<file path="config.mk">
export PLATFORM = sky130hd
export DESIGN_NAME = pdm_multichannel_gen
export DESIGN_NICKNAME = d
export VERILOG_FILES = /design/src/rtl/pdm_pkg.sv /design/src/rtl/pdm_multichannel_gen_channel.sv /design/src/rtl/pdm_multichannel_gen.sv
export SDC_FILE = /design/constraint.sdc
export NUM_CORES = 1
export LEC_CHECK = 0
export ABC_AREA = 1
export CAP_MARGIN = 10
export CORE_MARGIN = 5
export CORE_UTILIZATION = 40
export DETAILED_ROUTE_END_ITERATION = 10
export PLACE_DENSITY = 0.56
export SETUP_SLACK_MARGIN = 0.15
export SLEW_MARGIN = 20
export SYNTH_ARGS = -nofsm -noshare
export SYNTH_HDL_FRONTEND = slang
export SYNTH_HIERARCHICAL = 1
export SYNTH_SLANG_ARGS = --single-unit
</file>
<file path="constraint.sdc">
create_clock -name clk -period 4.35 [get_ports clk]
set_clock_uncertainty 0.2 [all_clocks]
set_input_delay 1.305 -clock clk [delete_from_list [all_inputs] [get_ports clk]]
set_output_delay 1.305 -clock clk [all_outputs]
set_load 0.02 [all_outputs]
</file>
<file path="src/rtl/pdm_pkg.sv">
// Shared mode encoding and frame helpers for the multi-channel PDM/PWM generator.
package pdm_pkg;

  localparam logic MODE_PDM = 1'b0;
  localparam logic MODE_PWM = 1'b1;

  // Number of cycles in one frame for a given level resolution.
  function automatic int unsigned frame_len(input int unsigned width);
    return 32'd1 << width;
  endfunction

endpackage

</file>
<file path="src/rtl/pdm_multichannel_gen_channel.sv">
// One output channel: active level, first-order accumulator and output flop.
module pdm_channel
  import pdm_pkg::*;
#(
  parameter int unsigned WIDTH = 5
) (
  input  logic             clk,
  input  logic             reset,
  input  logic             commit,
  input  logic             clear,
  input  logic             mode,
  input  logic [WIDTH-1:0] shadow_level,
  input  logic [WIDTH-1:0] frame_cnt_next,
  output logic             pdm_out
);

  logic [WIDTH-1:0] level_q, level_d;
  logic [WIDTH-1:0] acc_q, acc_d;
  logic             out_q, out_d;
  logic [WIDTH:0]   sum;

  // Next level, accumulator and output bit; the commit edge already uses the new level and mode.
  always_comb begin
    level_d = commit ? shadow_level : level_q;
    acc_d   = acc_q;
    out_d   = 1'b0;
    sum     = {1'b0, acc_q} + {1'b0, level_d};
    if (clear) begin
      acc_d = '0;
    end else if (mode == MODE_PDM) begin
      acc_d = sum[WIDTH-1:0];
    end
    if (mode == MODE_PWM) begin
      out_d = (frame_cnt_next < level_d);
    end else if (!clear) begin
      out_d = sum[WIDTH];
    end
  end

  // Channel state registers.
  always_ff @(posedge clk or posedge reset) begin
    if (reset) begin
      level_q <= '0;
      acc_q   <= '0;
      out_q   <= 1'b0;
    end else begin
      level_q <= level_d;
      acc_q   <= acc_d;
      out_q   <= out_d;
    end
  end

  assign pdm_out = out_q;

endmodule

</file>
<file path="src/rtl/pdm_multichannel_gen.sv">
// Multi-channel PDM/PWM level generator with frame-aligned, double-buffered updates.
module pdm_multichannel_gen
  import pdm_pkg::*;
#(
  parameter int unsigned WIDTH    = 5,
  parameter int unsigned CHANNELS = 4,
  parameter int unsigned ADDR_W   = 2
) (
  input  logic                clk,
  input  logic                reset,
  input  logic                write_en,
  input  logic [ADDR_W-1:0]   wr_addr,
  input  logic [WIDTH-1:0]    wr_data,
  input  logic                mode_in,
  output logic [CHANNELS-1:0] pdm_out,
  output logic                frame_start
);

  localparam logic [WIDTH-1:0] FRAME_LAST = WIDTH'(frame_len(WIDTH) - 32'd1);

  logic [WIDTH-1:0]                frame_cnt_q, frame_cnt_d;
  logic [CHANNELS-1:0][WIDTH-1:0]  shadow_level_q, shadow_level_d;
  logic                            shadow_mode_q, shadow_mode_d;
  logic                            active_mode_q, active_mode_d;
  logic                            frame_start_q, frame_start_d;
  logic                            commit;
  logic                            mode_clear;

  // Frame counter, shadow capture with address decode, and commit/mode-change detection.
  always_comb begin
    frame_cnt_d    = frame_cnt_q + WIDTH'(1);
    commit         = (frame_cnt_q == FRAME_LAST);
    shadow_level_d = shadow_level_q;
    shadow_mode_d  = shadow_mode_q;
    if (write_en) begin
      shadow_mode_d = mode_in;
      for (int ch = 0; ch < int'(CHANNELS); ch++) begin
        if (wr_addr == ADDR_W'(ch)) begin
          shadow_level_d[ch] = wr_data;
        end
      end
    end
    active_mode_d = commit ? shadow_mode_q : active_mode_q;
    mode_clear    = commit && (shadow_mode_q != active_mode_q);
    frame_start_d = (frame_cnt_d == '0);
  end

  // Shared control registers.
  always_ff @(posedge clk or posedge reset) begin
    if (reset) begin
      frame_cnt_q    <= '0;
      shadow_level_q <= '0;
      shadow_mode_q  <= MODE_PDM;
      active_mode_q  <= MODE_PDM;
      frame_start_q  <= 1'b0;
    end else begin
      frame_cnt_q    <= frame_cnt_d;
      shadow_level_q <= shadow_level_d;
      shadow_mode_q  <= shadow_mode_d;
      active_mode_q  <= active_mode_d;
      frame_start_q  <= frame_start_d;
    end
  end

  assign frame_start = frame_start_q;

  // Independent per-channel generators.
  for (genvar g = 0; g < int'(CHANNELS); g++) begin : g_ch
    pdm_channel #(.WIDTH(WIDTH)) u_ch (
      .clk            (clk),
      .reset          (reset),
      .commit         (commit),
      .clear          (mode_clear),
      .mode           (active_mode_d),
      .shadow_level   (shadow_level_q[g]),
      .frame_cnt_next (frame_cnt_d),
      .pdm_out        (pdm_out[g])
    );
  end

endmodule
</file>
* After elaboration in Yosys (flattened, before gate mapping)
Cells that the tools add are included.
Cells by class: order comparisons 4, reduce and logical (&&, ||, !) cells 7, muxes and demuxes 21, add/subtract/negate cells 5, equality and inequality tests 6
Operators by type and width (number):
- $mux 5 | 12
- $add 5x5->6 | 4
- $lt 5x5->1 | 4
- $mux 1 | 9
- $reduce_and 2->1 | 4
- $add 5x1->5 const B | 1
- $eq 5x5->1 const B | 1
- $logic_not 5->1 | 1
- $eq 2x2->1 const B | 2
- $eq 2x1->1 const B | 1
- $logic_not 2->1 | 1
- $ne 2x1->1 const B | 1
- $logic_and 1x1->1 | 1
- $ne 1x1->1 | 1
Storage, ports and cells: register bits 72, word-level logic and storage cells 63, input bits 11, output and inout bits 5

* Longest topological paths before layout
word-level depth 5, mapped depth 16, gate-level depth less buffers 16

* Cells and area by module
The synthesis kept the hierarchy.
Modules (own cells, without submodules):
- pdm_channel | sequential area each 275.3 um^2, cells each 101, instances 4, area each 753.2 um^2
- pdm_multichannel_gen | sequential area each 700.7 um^2, cells each 109, instances 1, area each 1097.3 um^2

* Worst setup path before layout
Ideal clock, no wire load.
path type register -> register, start point register frame_cnt_q[0], end point register g_ch[0].u_ch.acc_q[4], slack 1.462 ns, stages on the path, launching flop included 17, clock period less this slack 2.888 ns, setup time 0.119 ns, required time 4.031 ns, path buffers 0, data arrival time 2.569 ns, path through dfrtp_1 > ha_1 > inv_1 > nor3_1 > ha_1 > inv_2 > nand2_1 > and2_1 > ha_1 > inv_1 > fa_1 > inv_1 > nand2_1 > nand2_1 > nand3_1 > nand3_1 > nand2_1
Between the ends: cells in the longest elaborated chain, start to end 5, elaborated cells on any way between the ends 8, classes of those cells add/sub: 1; eq/ne: 2; mux: 4; reduce/logical: 1
RTL lines:
- from (decl) | RTL line pdm_multichannel_gen.sv:21 | logic [WIDTH-1:0] frame_cnt_q, frame_cnt_d;
- from (signal assigned) | RTL line pdm_multichannel_gen.sv:57 | frame_cnt_q <= frame_cnt_d;
- $eq 5x5->1 | RTL line pdm_multichannel_gen.sv:32 | commit = (frame_cnt_q == FRAME_LAST);
- net commit | RTL line pdm_multichannel_gen.sv:26 | logic commit;
- $mux 5 | RTL line pdm_multichannel_gen_channel.sv:24 | level_d = commit ? shadow_level : level_q;
- net g_ch[0].u_ch.level_d[0] | RTL line pdm_multichannel_gen_channel.sv:17 | logic [WIDTH-1:0] level_q, level_d;
- $add 5x5->6 | RTL line pdm_multichannel_gen_channel.sv:27 | sum = {1'b0, acc_q} + {1'b0, level_d};
- $mux 5 | RTL line pdm_multichannel_gen_channel.sv:30 | end else if (mode == MODE_PDM) begin
- $mux 5 | RTL line pdm_multichannel_gen_channel.sv:28 | if (clear) begin
- to (signal assigned) | RTL line pdm_multichannel_gen_channel.sv:44 | acc_q <= '0;
- to (signal assigned) | RTL line pdm_multichannel_gen_channel.sv:48 | acc_q <= acc_d;
- to (decl) | RTL line pdm_multichannel_gen_channel.sv:18 | logic [WIDTH-1:0] acc_q, acc_d;
The timed path passes the listed nets, and every way through them passes these cells. The select of a mux whose other input is x is not followed. A chain may end at the register's enable or synchronous reset.

* Worst setup path in the final report
start point register frame_cnt_q[0], end point register g_ch[3].u_ch.acc_q[3]
Between the ends: cells in the longest elaborated chain, start to end 5, elaborated cells on any way between the ends 8, classes of those cells add/sub: 1; eq/ne: 2; mux: 4; reduce/logical: 1
RTL lines (RTL line):
- $eq 5x5->1 | pdm_multichannel_gen.sv:32
- net commit | pdm_multichannel_gen.sv:26
- $mux 5 | pdm_multichannel_gen_channel.sv:24
- net g_ch[3].u_ch.level_d[1] | pdm_multichannel_gen_channel.sv:17
- $add 5x5->6 | pdm_multichannel_gen_channel.sv:27
- $mux 5 | pdm_multichannel_gen_channel.sv:30
- $mux 5 | pdm_multichannel_gen_channel.sv:28
- to (signal assigned) | pdm_multichannel_gen_channel.sv:44
- to (signal assigned) | pdm_multichannel_gen_channel.sv:48
- to (decl) | pdm_multichannel_gen_channel.sv:18
The timed path passes the listed nets, and every way through them passes these cells. The select of a mux whose other input is x is not followed.

==> flow_metrics.tcl <==
set metrics [dict create \
    finalPower_mw 2.45 \
    finalWirelength_mm 8.68 \
    path_cells "ha_1, inv_1, nor3_1, ha_1, buf_4, inv_2, or2_1, o21ai_0, inv_1, ha_1, nand2_1, nand2_1, nand2_1, nand2_1, nand3_1, nand2_1" \
    worstHoldPathType "flop to flop" \
    critical-path-max-stage-delay_ns 0.49 \
    route.detailed.wl_per_inst_um 12.7 \
    worst_setup_path_endpoint "g_ch[3].u_ch/acc_q[3]$_DFFE_PP0P_" \
    timing.critical_path.slowest_stage_cell "ha_1" \
    port_buffers 15 \
    yosysSeqAreaShare_pct 43.8 \
    rsz_0062_raised_after_global_routing "false" \
    drv_slew 0 \
    postRouteAntennaNets 0 \
    setup-violations-final 0 \
    register_area_sq_um 1800 \
    design.final.nets 595 \
    route.detailed.drc 0 \
    setup.worst_path.class "flop to flop" \
    netlist-cell-type-count 20 \
    grt-ovfl-total 0 \
    worstReg2RegEnd "g_ch[3].u_ch/acc_q[3]$_DFFE_PP0P_" \
    tightest_slew_ns 0.695 \
    utilization_pct 46.0 \
    fmax_mhz 307 \
    initial_core_util_pct 40.4 \
    htree_num_levels 3 \
    grt_pass1_vias 3077 \
    clkSinkCount 72 \
    reg2reg_from "frame_cnt_q[0]$_DFF_PP0_" \
    post-cts-setup-buffer-count 0 \
    total_grt_usage_pct 14.9 \
    ff2ff_path_depth 16 \
    synth_cells 513 \
    cts_resized 0 \
    period_share_pct 74.8 \
    pwr_density_cell_nw_per_um2 522 \
    reg2reg_slack_ns 1.10 \
    arrival_ns 3.30 \
    synth.avg_cell_area_sq_um 8.01 \
    fp-row-count 37 \
    multi_input_gate_area_in_the_final_layout_sq_um 1900 \
    path_common_cell "nand2_1" \
    setup_tns_ns 0 \
    max-vdd-ir-drop_mv 0.168 \
    floorplan.die_area_sq_um 12400 \
    num_io_pins 16 \
    first_pass_grt_wire_length_mm 14.9 \
    synth.ff_latch_count 72 \
    startpoint "frame_cnt_q[0]$_DFF_PP0_" \
    power_leakage_nw 2.53 \
    antenna_cells 0 \
    start_kind "flop" \
    grt_max_degree 16 \
    cts-buffers-inserted 9 \
    via_per_inst 4.66 \
    netlist_area_sq_um 4110 \
    grt_antenna_before_repair 0 \
    max_cap_viol_count 0 \
    cts_tree "done" \
    drt_pass1_iterations 5 \
    yosysWarningCount 6 \
    vias 3176 \
    dieHeight_um 111 \
    n_fill_cell 1013 \
    clock_insertion_delay_worst_skew_ns 0.36 \
    finalHoldViolations 0 \
    die_x_um 111 \
    outcome "finished clean" \
    crit_required_ns 4.40 \
    min_period_ns 3.25 \
    fin_hold_ws_ns 0.285 \
    clk_pin_slew_worst_paths_ns 0.08 \
    design.core.area_sq_um 10200 \
    gp_congestion 0.847 \
    crit_fanout 15 \
    critPathCaptureType "flop" \
    initialDrtViolationCount 188 \
    areaGrowthSynthToFinish_pct 14.0 \
    final_layout_size_suffix_gt1_share_pct 4.76 \
    synth_fp_nets 567 \
    maxSlewHeadroom_pct 53.5 \
    cts-hold-fix-buffers 0 \
    hpwl_reported_at_the_end_of_detailed_placement_mm 6.52 \
    cts_buffer_depth 2 \
    cts_root_buf "clkbuf_8" \
]
[cells in the final DEF, fill, tap and decap left out]
master,count
nand3_1,46
o21ai_0,36
dfrtp_1,72
clkinv_2,1
buf_4,3
fa_1,4
nand3b_1,4
a21oi_1,9
nor2_1,33
o22ai_1,4
clkbuf_8,10
ha_1,39
nand2_1,128
and2_1,4
nand4_1,1
inv_2,4
clkdlybuf4s50_1,15
a22o_1,4
clkinv_4,1
inv_1,102
nand3_2,4
bufinv_16,3
or2_1,16
o21ai_1,1
nor3_1,1
clkbuf_1,1
[report_power, final]
part	switching [mW]	internal [mW]	total, mW
logic	0.520	0.345	0.865
registers	0.0832	0.838	0.922
clock network	0.263	0.397	0.660
total	0.866	1.58	2.45
[synth_stat cells]
master | n | share of area (%)
a22o_1 | 4 | 0.85
and2_1 | 4 | 0.61
dfrtp_1 | 72 | 44
or2_1 | 16 | 2.4
ha_1 | 39 | 12
o21ai_0 | 36 | 4.4
inv_1 | 102 | 9.3
buf_6 | 1 | 0.27
o22ai_1 | 4 | 0.61
nor2_1 | 33 | 3.0
fa_1 | 4 | 1.9
o21ai_1 | 1 | 0.12
nor3_1 | 1 | 0.12
nand3_1 | 46 | 5.6
inv_2 | 4 | 0.37
nand2_1 | 128 | 12
a21oi_1 | 9 | 1.1
nand4_1 | 1 | 0.15
nand3_2 | 4 | 0.97
nand3b_1 | 4 | 0.73
[worst max-delay path: cells and delay by family (launching register included)]
kind	cells	cell delay, ns
simple gates	8	0.81
buf+inv	4	0.54
flops	1	0.41
fa+ha+maj	3	0.99
compound gates	1	0.20
[state kept, by name (all words and copies together) (netlist names)]
name	flops
g_ch.u_ch/acc_q	20
frame_cnt_q	5
shadow_level_q	20
g_ch.u_ch/pdm_out	4
shadow_mode_q	1
active_mode_q	1
g_ch.u_ch/level_q	20
frame_start	1
[layout make-up]
| type | count | area share (%) |
|---|---|---|
| Multi-Input combinational cell | 334 | 40.5 |
| Clock buffer | 11 | 3.02 |
| Inverter | 106 | 8.49 |
| Clock inverter | 5 | 2.22 |
| Tap cell | 136 | 3.63 |
| Sequential cell | 72 | 38.4 |
| Timing Repair Buffer | 18 | 3.68 |
[per-stage QoR]
step	worst slack, ns	cells	area [sq um]
floorplan	1.46	513	4110
global placement	1.18	666	4440
detailed placement	1.12	666	4440
CTS	1.07	682	4690
global route	0.773	682	4690
finish	1.10	682	4690
[how the worst min path moves through the flow]
| stage | cells after the start | to | startpoint |
|---|---|---|---|
| 2_1_floorplan | 2 | shadow_level_q[11]$_DFFE_PP0P_ | shadow_level_q[11]$_DFFE_PP0P_ |
| 3_3_place_gp | 2 | shadow_level_q[11]$_DFFE_PP0P_ | shadow_level_q[11]$_DFFE_PP0P_ |
| 3_5_place_dp | 2 | g_ch[1].u_ch/acc_q[4]$_DFFE_PP0P_ | g_ch[1].u_ch/acc_q[4]$_DFFE_PP0P_ |
| 4_1_cts | 2 | shadow_level_q[8]$_DFFE_PP0P_ | shadow_level_q[8]$_DFFE_PP0P_ |
| 5_1_grt | 2 | g_ch[3].u_ch/acc_q[2]$_DFFE_PP0P_ | g_ch[3].u_ch/acc_q[2]$_DFFE_PP0P_ |
| 6_report | 2 | shadow_level_q[8]$_DFFE_PP0P_ | shadow_level_q[8]$_DFFE_PP0P_ |
[cell families (layout without fill, tap and decap cells)]
kind of cell    Yosys count  after routing  share of synthesized area (%)
compound gates           54             54                           7.06
fa+ha+maj                43             43                           13.8
simple gates            237            237                           25.3
buf+inv                 107            140                           9.95
flops                    72             72                           43.8
[metal layers]
layer | GRT usage, % | wire length, um | up-vias
met2 | 21.9 | 3730 | 50
met1 | 21.8 | 4540 | 1451
met3 | 2.61 | 275 | 9
met5 | 0 | 0 | -
met4 | 5.68 | 131 | 0
li1 | - | - | 1666
Power figures use the tool's default switching activity.
